==> src/rtl/mic_pkg.sv <==
// Shared types, widths and sample conversion helper for the mic frame packer.
package mic_pkg;

    localparam int unsigned MIC_SAMPLE_W = 16;
    localparam int unsigned MIC_WORD_W   = 32;

    typedef enum logic {
        HALF_EMPTY = 1'b0,
        HALF_FULL  = 1'b1
    } pack_state_t;

    // Offset binary -> two's complement: subtract mid-scale, then sign-extend from bit bits-1.
    function automatic logic [MIC_SAMPLE_W-1:0] offset_to_signed(
        input logic [MIC_SAMPLE_W-1:0] s,
        input int unsigned             bits
    );
        logic [MIC_SAMPLE_W-1:0] d;
        logic                    sign;
        d    = s - (MIC_SAMPLE_W'(1) << (bits - 1));
        sign = d[4'(bits - 1)];
        for (int unsigned i = 0; i < MIC_SAMPLE_W; i++) begin
            if (i >= bits) d[4'(i)] = sign;
        end
        return d;
    endfunction

endpackage

==> src/rtl/mic_sample_condition.sv <==
// Masks one raw sample to its valid ADC bits; with MIC_FRAME_PACKER_SIGNED_EN
// defined the masked offset-binary value is also converted to two's complement.
module mic_sample_condition
    import mic_pkg::*;
#(
    parameter int unsigned SAMPLE_BITS = 12
) (
    input  logic [MIC_SAMPLE_W-1:0] sample_i,
    output logic [MIC_SAMPLE_W-1:0] sample_c_o
);

    localparam logic [MIC_SAMPLE_W-1:0] MASK =
        MIC_SAMPLE_W'((33'h1 << SAMPLE_BITS) - 33'h1);

    logic [MIC_SAMPLE_W-1:0] masked;

    assign masked = sample_i & MASK;

`ifdef MIC_FRAME_PACKER_SIGNED_EN
    assign sample_c_o = offset_to_signed(masked, SAMPLE_BITS);
`else
    assign sample_c_o = masked;
`endif

endmodule

==> src/rtl/mic_frame_packer.sv <==
// Packs pairs of 16-bit mic samples into 32-bit AXI-Stream words framed by tlast
// every FRAME_WORDS words, with a flush request to close a partial frame.
// Optional: MIC_FRAME_PACKER_SIGNED_EN selects signed (two's complement) samples.
module mic_frame_packer
    import mic_pkg::*;
#(
    parameter int unsigned FRAME_WORDS            = 256,
    parameter int unsigned SAMPLE_BITS            = 12,
    parameter int unsigned C_S00_AXIS_TDATA_WIDTH = 16,
    parameter int unsigned C_M00_AXIS_TDATA_WIDTH = 32
) (
    input  logic                                clock,
    input  logic                                reset,
    input  logic                                s00_axis_tvalid,
    output logic                                s00_axis_tready,
    input  logic [C_S00_AXIS_TDATA_WIDTH-1:0]   s00_axis_tdata,
    output logic                                m00_axis_tvalid,
    input  logic                                m00_axis_tready,
    output logic [C_M00_AXIS_TDATA_WIDTH-1:0]   m00_axis_tdata,
    output logic [C_M00_AXIS_TDATA_WIDTH/8-1:0] m00_axis_tstrb,
    output logic                                m00_axis_tlast,
    input  logic                                flush,
    output logic                                frame_done
);

    localparam int unsigned CNT_W = (FRAME_WORDS > 1) ? $clog2(FRAME_WORDS) : 1;
    localparam logic [CNT_W-1:0] CNT_LAST = CNT_W'(FRAME_WORDS - 1);

    pack_state_t             state_q, state_d;
    logic [MIC_SAMPLE_W-1:0] held_q, held_d;
    logic [CNT_W-1:0]        cnt_q, cnt_d;
    logic                    flush_pend_q, flush_pend_d;
    logic                    tvalid_q, tvalid_d;
    logic [MIC_WORD_W-1:0]   tdata_q, tdata_d;
    logic                    tlast_q, tlast_d;
    logic                    frame_done_q, frame_done_d;

    logic [MIC_SAMPLE_W-1:0] sample_c;
    logic                    out_free_c;
    logic                    in_acc_c;
    logic                    drain_c;

    mic_sample_condition #(
        .SAMPLE_BITS (SAMPLE_BITS)
    ) u_cond (
        .sample_i   (s00_axis_tdata),
        .sample_c_o (sample_c)
    );

    // Handshake qualifiers; the output slot is reusable when empty or draining this cycle.
    assign drain_c         = tvalid_q && m00_axis_tready;
    assign out_free_c      = !tvalid_q || m00_axis_tready;
    assign s00_axis_tready = !reset && !flush_pend_q && out_free_c;
    assign in_acc_c        = s00_axis_tvalid && s00_axis_tready;

    // Next-state: pairing FSM, frame counter, flush servicing and output register.
    always_comb begin
        state_d      = state_q;
        held_d       = held_q;
        cnt_d        = cnt_q;
        flush_pend_d = flush_pend_q || flush;
        tvalid_d     = tvalid_q;
        tdata_d      = tdata_q;
        tlast_d      = tlast_q;
        frame_done_d = drain_c && tlast_q;

        if (drain_c) begin
            tvalid_d = 1'b0;
            tlast_d  = 1'b0;
        end

        if (flush_pend_q && out_free_c) begin
            flush_pend_d = flush;
            if (state_q == HALF_FULL) begin
                tvalid_d = 1'b1;
                tdata_d  = {MIC_SAMPLE_W'(0), held_q};
                tlast_d  = 1'b1;
                cnt_d    = '0;
                state_d  = HALF_EMPTY;
            end else if (cnt_q != '0) begin
                // Previous word left without tlast; close the frame with a zero word.
                tvalid_d = 1'b1;
                tdata_d  = '0;
                tlast_d  = 1'b1;
                cnt_d    = '0;
            end
        end else if (in_acc_c) begin
            if (state_q == HALF_EMPTY) begin
                held_d  = sample_c;
                state_d = HALF_FULL;
            end else begin
                tvalid_d = 1'b1;
                tdata_d  = {sample_c, held_q};
                tlast_d  = (cnt_q == CNT_LAST);
                cnt_d    = (cnt_q == CNT_LAST) ? '0 : cnt_q + CNT_W'(1);
                state_d  = HALF_EMPTY;
            end
        end
    end

    // State register with synchronous active-high reset.
    always_ff @(posedge clock) begin
        if (reset) begin
            state_q      <= HALF_EMPTY;
            held_q       <= '0;
            cnt_q        <= '0;
            flush_pend_q <= 1'b0;
            tvalid_q     <= 1'b0;
            tdata_q      <= '0;
            tlast_q      <= 1'b0;
            frame_done_q <= 1'b0;
        end else begin
            state_q      <= state_d;
            held_q       <= held_d;
            cnt_q        <= cnt_d;
            flush_pend_q <= flush_pend_d;
            tvalid_q     <= tvalid_d;
            tdata_q      <= tdata_d;
            tlast_q      <= tlast_d;
            frame_done_q <= frame_done_d;
        end
    end

    assign m00_axis_tvalid = tvalid_q;
    assign m00_axis_tdata  = tdata_q;
    assign m00_axis_tlast  = tlast_q;
    assign m00_axis_tstrb  = '1;
    assign frame_done      = frame_done_q;

endmodule

==> config.mk <==
export PLATFORM = sky130hd
export DESIGN_NAME = mic_frame_packer
export DESIGN_NICKNAME = d
export VERILOG_FILES = /design/src/rtl/mic_pkg.sv /design/src/rtl/mic_sample_condition.sv /design/src/rtl/mic_frame_packer.sv
export SDC_FILE = /design/constraint.sdc
export NUM_CORES = 1
export LEC_CHECK = 0
export CAP_MARGIN = 5
export CORE_UTILIZATION = 35
export CTS_CLUSTER_SIZE = 8
export DETAILED_ROUTE_END_ITERATION = 7
export PLACE_DENSITY = 0.7
export SLEW_MARGIN = 20
export SYNTH_ARGS = -nofsm -noshare
export SYNTH_HDL_FRONTEND = slang
export SYNTH_HIERARCHICAL = 1
export SYNTH_SLANG_ARGS = --single-unit
export TNS_END_PERCENT = 30
==> constraint.sdc <==
create_clock -name clock -period 3.35 [get_ports clock]
set_input_delay 0.67 -clock clock [delete_from_list [all_inputs] [get_ports clock]]
set_output_delay 0.67 -clock clock [all_outputs]
set_load 0.05 [all_outputs]
==> impl_metrics.sql <==
INSERT INTO impl_metrics (metric_group, metric, value, unit) VALUES
('logic_synthesis', 'yosys_most_used_dff', 'sky130_fd_sc_hd__dfxtp_1', ''),
('route', 'final_routed_wirelength', '5.56', 'mm'),
('timing', 'fin_tns_setup', '0', 'ps'),
('logic_synthesis', 'synthArstFlopShare', '0', '%'),
('timing', 'timing.slew.headroom', '55.8', '%'),
('global_route', 'grt_max_degree', '35', ''),
('cts', 'clk_pin_slew', '70', 'ps'),
('global_route', 'grt_pass1_vias', '1879', ''),
('timing', 'hold_slack', '455', 'ps'),
('final_layout', 'fillCellCount', '691', ''),
('cts', 'cts-root-buf', 'sky130_fd_sc_hd__clkbuf_8', ''),
('final_layout', 'post-route-util', '46.2', '%'),
('setup_path', 'crit_path_cell_trace', 'clkdlybuf4s50_1 > and2b_1 > nor3_1 > buf_12', ''),
('logic_synthesis', 'synth.most_common_cell', 'sky130_fd_sc_hd__dfxtp_1', ''),
('final_layout', 'layout-drive-gt1-share', '8.26', '%'),
('min_path', 'timing.hold.worst.class', 'reg2reg', ''),
('logic_synthesis', 'netlist-cell-type-count', '39', ''),
('logic_synthesis', 'yosys_register_bits', '61', ''),
('global_route', 'groute.usage.overall', '15.6', '%'),
('route', 'dr.pass1.iters', '4', ''),
('setup_path', 'worstPathRequired', '2680', 'ps'),
('timing', 'hold_viol', '0', ''),
('final_layout', 'diodes', '0', ''),
('cts', 'cts_hold_buf', '0', ''),
('timing', 'rsz0062_at_grt', 'false', ''),
('cts', 'cts.htree.levels', '3', ''),
('placed_design', 'dp_hpwl', '3.81', 'mm'),
('logic_synthesis', 'ys_top_cells_by_count', 'sky130_fd_sc_hd__dfxtp_1, sky130_fd_sc_hd__a21oi_1, sky130_fd_sc_hd__nand3_1', ''),
('floorplan', 'count_of_standard_cell_rows', '30', ''),
('timing', 'tightest_slew', '662', 'ps'),
('global_route', 'grt_antenna_before_repair', '0', ''),
('logic_synthesis', 'synth_edf_count', '0', ''),
('route', 'dr.first_iter.drc_count', '98', ''),
('cts', 'cts_tree', 'done', ''),
('logic_synthesis', 'syn_inst', '285', ''),
('floorplan', 'floorplan.core_area', '0.00687', 'sq mm'),
('setup_path', 'critical-path-max-stage-delay', '500', 'ps'),
('logic_synthesis', 'mappedNetlistArea', '0.00251', 'sq mm'),
('pwr', 'vdd_drop_max', '186', 'uV'),
('cts', 'clk_latency', '340', 'ps'),
('timing', 'setup_viol', '0', ''),
('logic_synthesis', 'synth.yosys.warnings', '6', ''),
('logic_synthesis', 'synth_top_cells_by_area', 'sky130_fd_sc_hd__dfxtp_1, sky130_fd_sc_hd__a21oi_1, sky130_fd_sc_hd__nand3_1', ''),
('floorplan', 'die_h', '86.7', 'um'),
('placed_design', 'placedCellCount', '407', ''),
('cts', 'clk_path_buf_depth', '2', ''),
('logic_synthesis', 'post_synthesis_average_cell_area', '8.82', 'sq um'),
('setup_path', 'cp-end-kind', 'output port', ''),
('route', 'count_of_unresolved_drc_violations_after_routing', '0', ''),
('route', 'total_number_of_vias', '2103', ''),
('final_layout', 'area_delta_synth_final', '26.4', '%'),
('logic_synthesis', 'seq_area_frac_synth', '48.6', '%'),
('run_status', 'run_status', 'finished clean', ''),
('timing', 'finalMaxSlewViolations', '0', ''),
('route', 'ant_nets', '0', ''),
('cts', 'clock_sinks', '61', ''),
('floorplan', 'dieWidth', '86.7', 'um'),
('setup_path', 'data_arrival_time_of_the_critical_path', '1910', 'ps'),
('floorplan', 'floorplan.io_pins', '61', ''),
('placed_design', 'io_buffers', '52', ''),
('final_layout', 'sequential_cell_area', '0.00122', 'sq mm'),
('pwr', 'power-per-cell-area', '468', 'mW/mm^2'),
('setup_path', 'timing.critical_path.fanout_max', '7', ''),
('pwr', 'p_leak', '1.12', 'nW'),
('global_route', 'grt_pass1_wl', '8.95', 'mm'),
('timing', 'final_min_period_over_clock_period', '77.1', '%'),
('route', 'avgRoutedWirePerCell', '13.1', 'um'),
('floorplan', 'die_area', '0.00752', 'sq mm'),
('cts', 'postCtsSetupRepairBufs', '0', ''),
('timing', 'final.setup_skew', '7.19', 'ps'),
('cts', 'total_cts_buffers', '9', '');
## worst paths after layout
path | startpoint | endpoint | slack (ps) | depth (start not counted)
max | m00_axis_tready | s00_axis_tready | 770 | 4
min | held_q[5]$_SDFFE_PP0P_ | held_q[5]$_SDFFE_PP0P_ | 460 | 2
max reg2reg | cnt_q[0]$_SDFFE_PP0P_ | m00_axis_tdata[12]$_SDFFE_PP0P_ | 1460 | 6
min reg2reg | held_q[5]$_SDFFE_PP0P_ | held_q[5]$_SDFFE_PP0P_ | 460 | 2
## per-layer routing
metal / GRT usage [%] / wire [um]
met1: 19.2 / 2500
met3: 5.14 / 289
met5: 0 / 0
met2: 25.0 / 2660
met4: 6.82 / 105
## worst reg2reg max path: cells and delay by family, from the launching register on
| kind | cells | cell delay [ps] |
|---|---|---|
| and+or+nand+nor | 2 | 530 |
| buffers and inverters | 1 | 90 |
| DFF | 1 | 370 |
| AOI/OAI and AO/OA | 2 | 600 |
| adders and majority gates | 1 | 200 |
## cell usage in the layout, fill, tap and decap left out, types with 5 or more instances in the layout
master and count:
sky130_fd_sc_hd__dfxtp_1 61, sky130_fd_sc_hd__nand3_1 39, sky130_fd_sc_hd__clkbuf_8 11, sky130_fd_sc_hd__nand2_1 37, sky130_fd_sc_hd__conb_1 8, sky130_fd_sc_hd__a22o_1 16
sky130_fd_sc_hd__inv_1 5, sky130_fd_sc_hd__a21oi_1 42, sky130_fd_sc_hd__buf_4 7, sky130_fd_sc_hd__clkdlybuf4s50_1 51
## kinds of logic after synthesis
| family | share of synthesized area (%) |
|---|---|
| AOI/OAI and AO/OA | 19.1 |
| and+or+nand+nor | 20.3 |
| DFF | 48.6 |
| buffers and inverters | 10.7 |
| other | 0.299 |
| adders and majority gates | 0.996 |
## stage by stage
step	cell area [sq um]	setup WS [ps]	total power [mW]
2_1_floorplan	2530	540	0.866
3_3_place_gp	2990	514	0.895
3_5_place_dp	2990	457	0.897
4_1_cts	3170	740	1.50
5_1_grt	3180	675	1.55
6_report	3180	768	1.49
## state kept, by name, summed over array words and instances, names as in the netlist
register	count
cnt_q	8
frame_done	1
state_q	1
m00_axis_tlast	1
m00_axis_tvalid	1
held_q	16
m00_axis_tdata	32
flush_pend_q	1
## power by group
group | internal (mW) | switching, mW
sequential | 0.740 | 0.0100
clock | 0.311 | 0.293
combinational | 0.0470 | 0.0836
total | 1.10 | 0.387
## area by class of cell
cell class | instances | share of cell area, %
clock inverters | 4 | 0.985
inverters | 5 | 0.591
multi-input cells | 186 | 33.0
well taps | 96 | 3.78
flip-flops and latches | 61 | 38.4
repair buffers | 59 | 18.4
clock buffers | 12 | 4.88
Note: power is estimated with default switching activity, not from simulation.
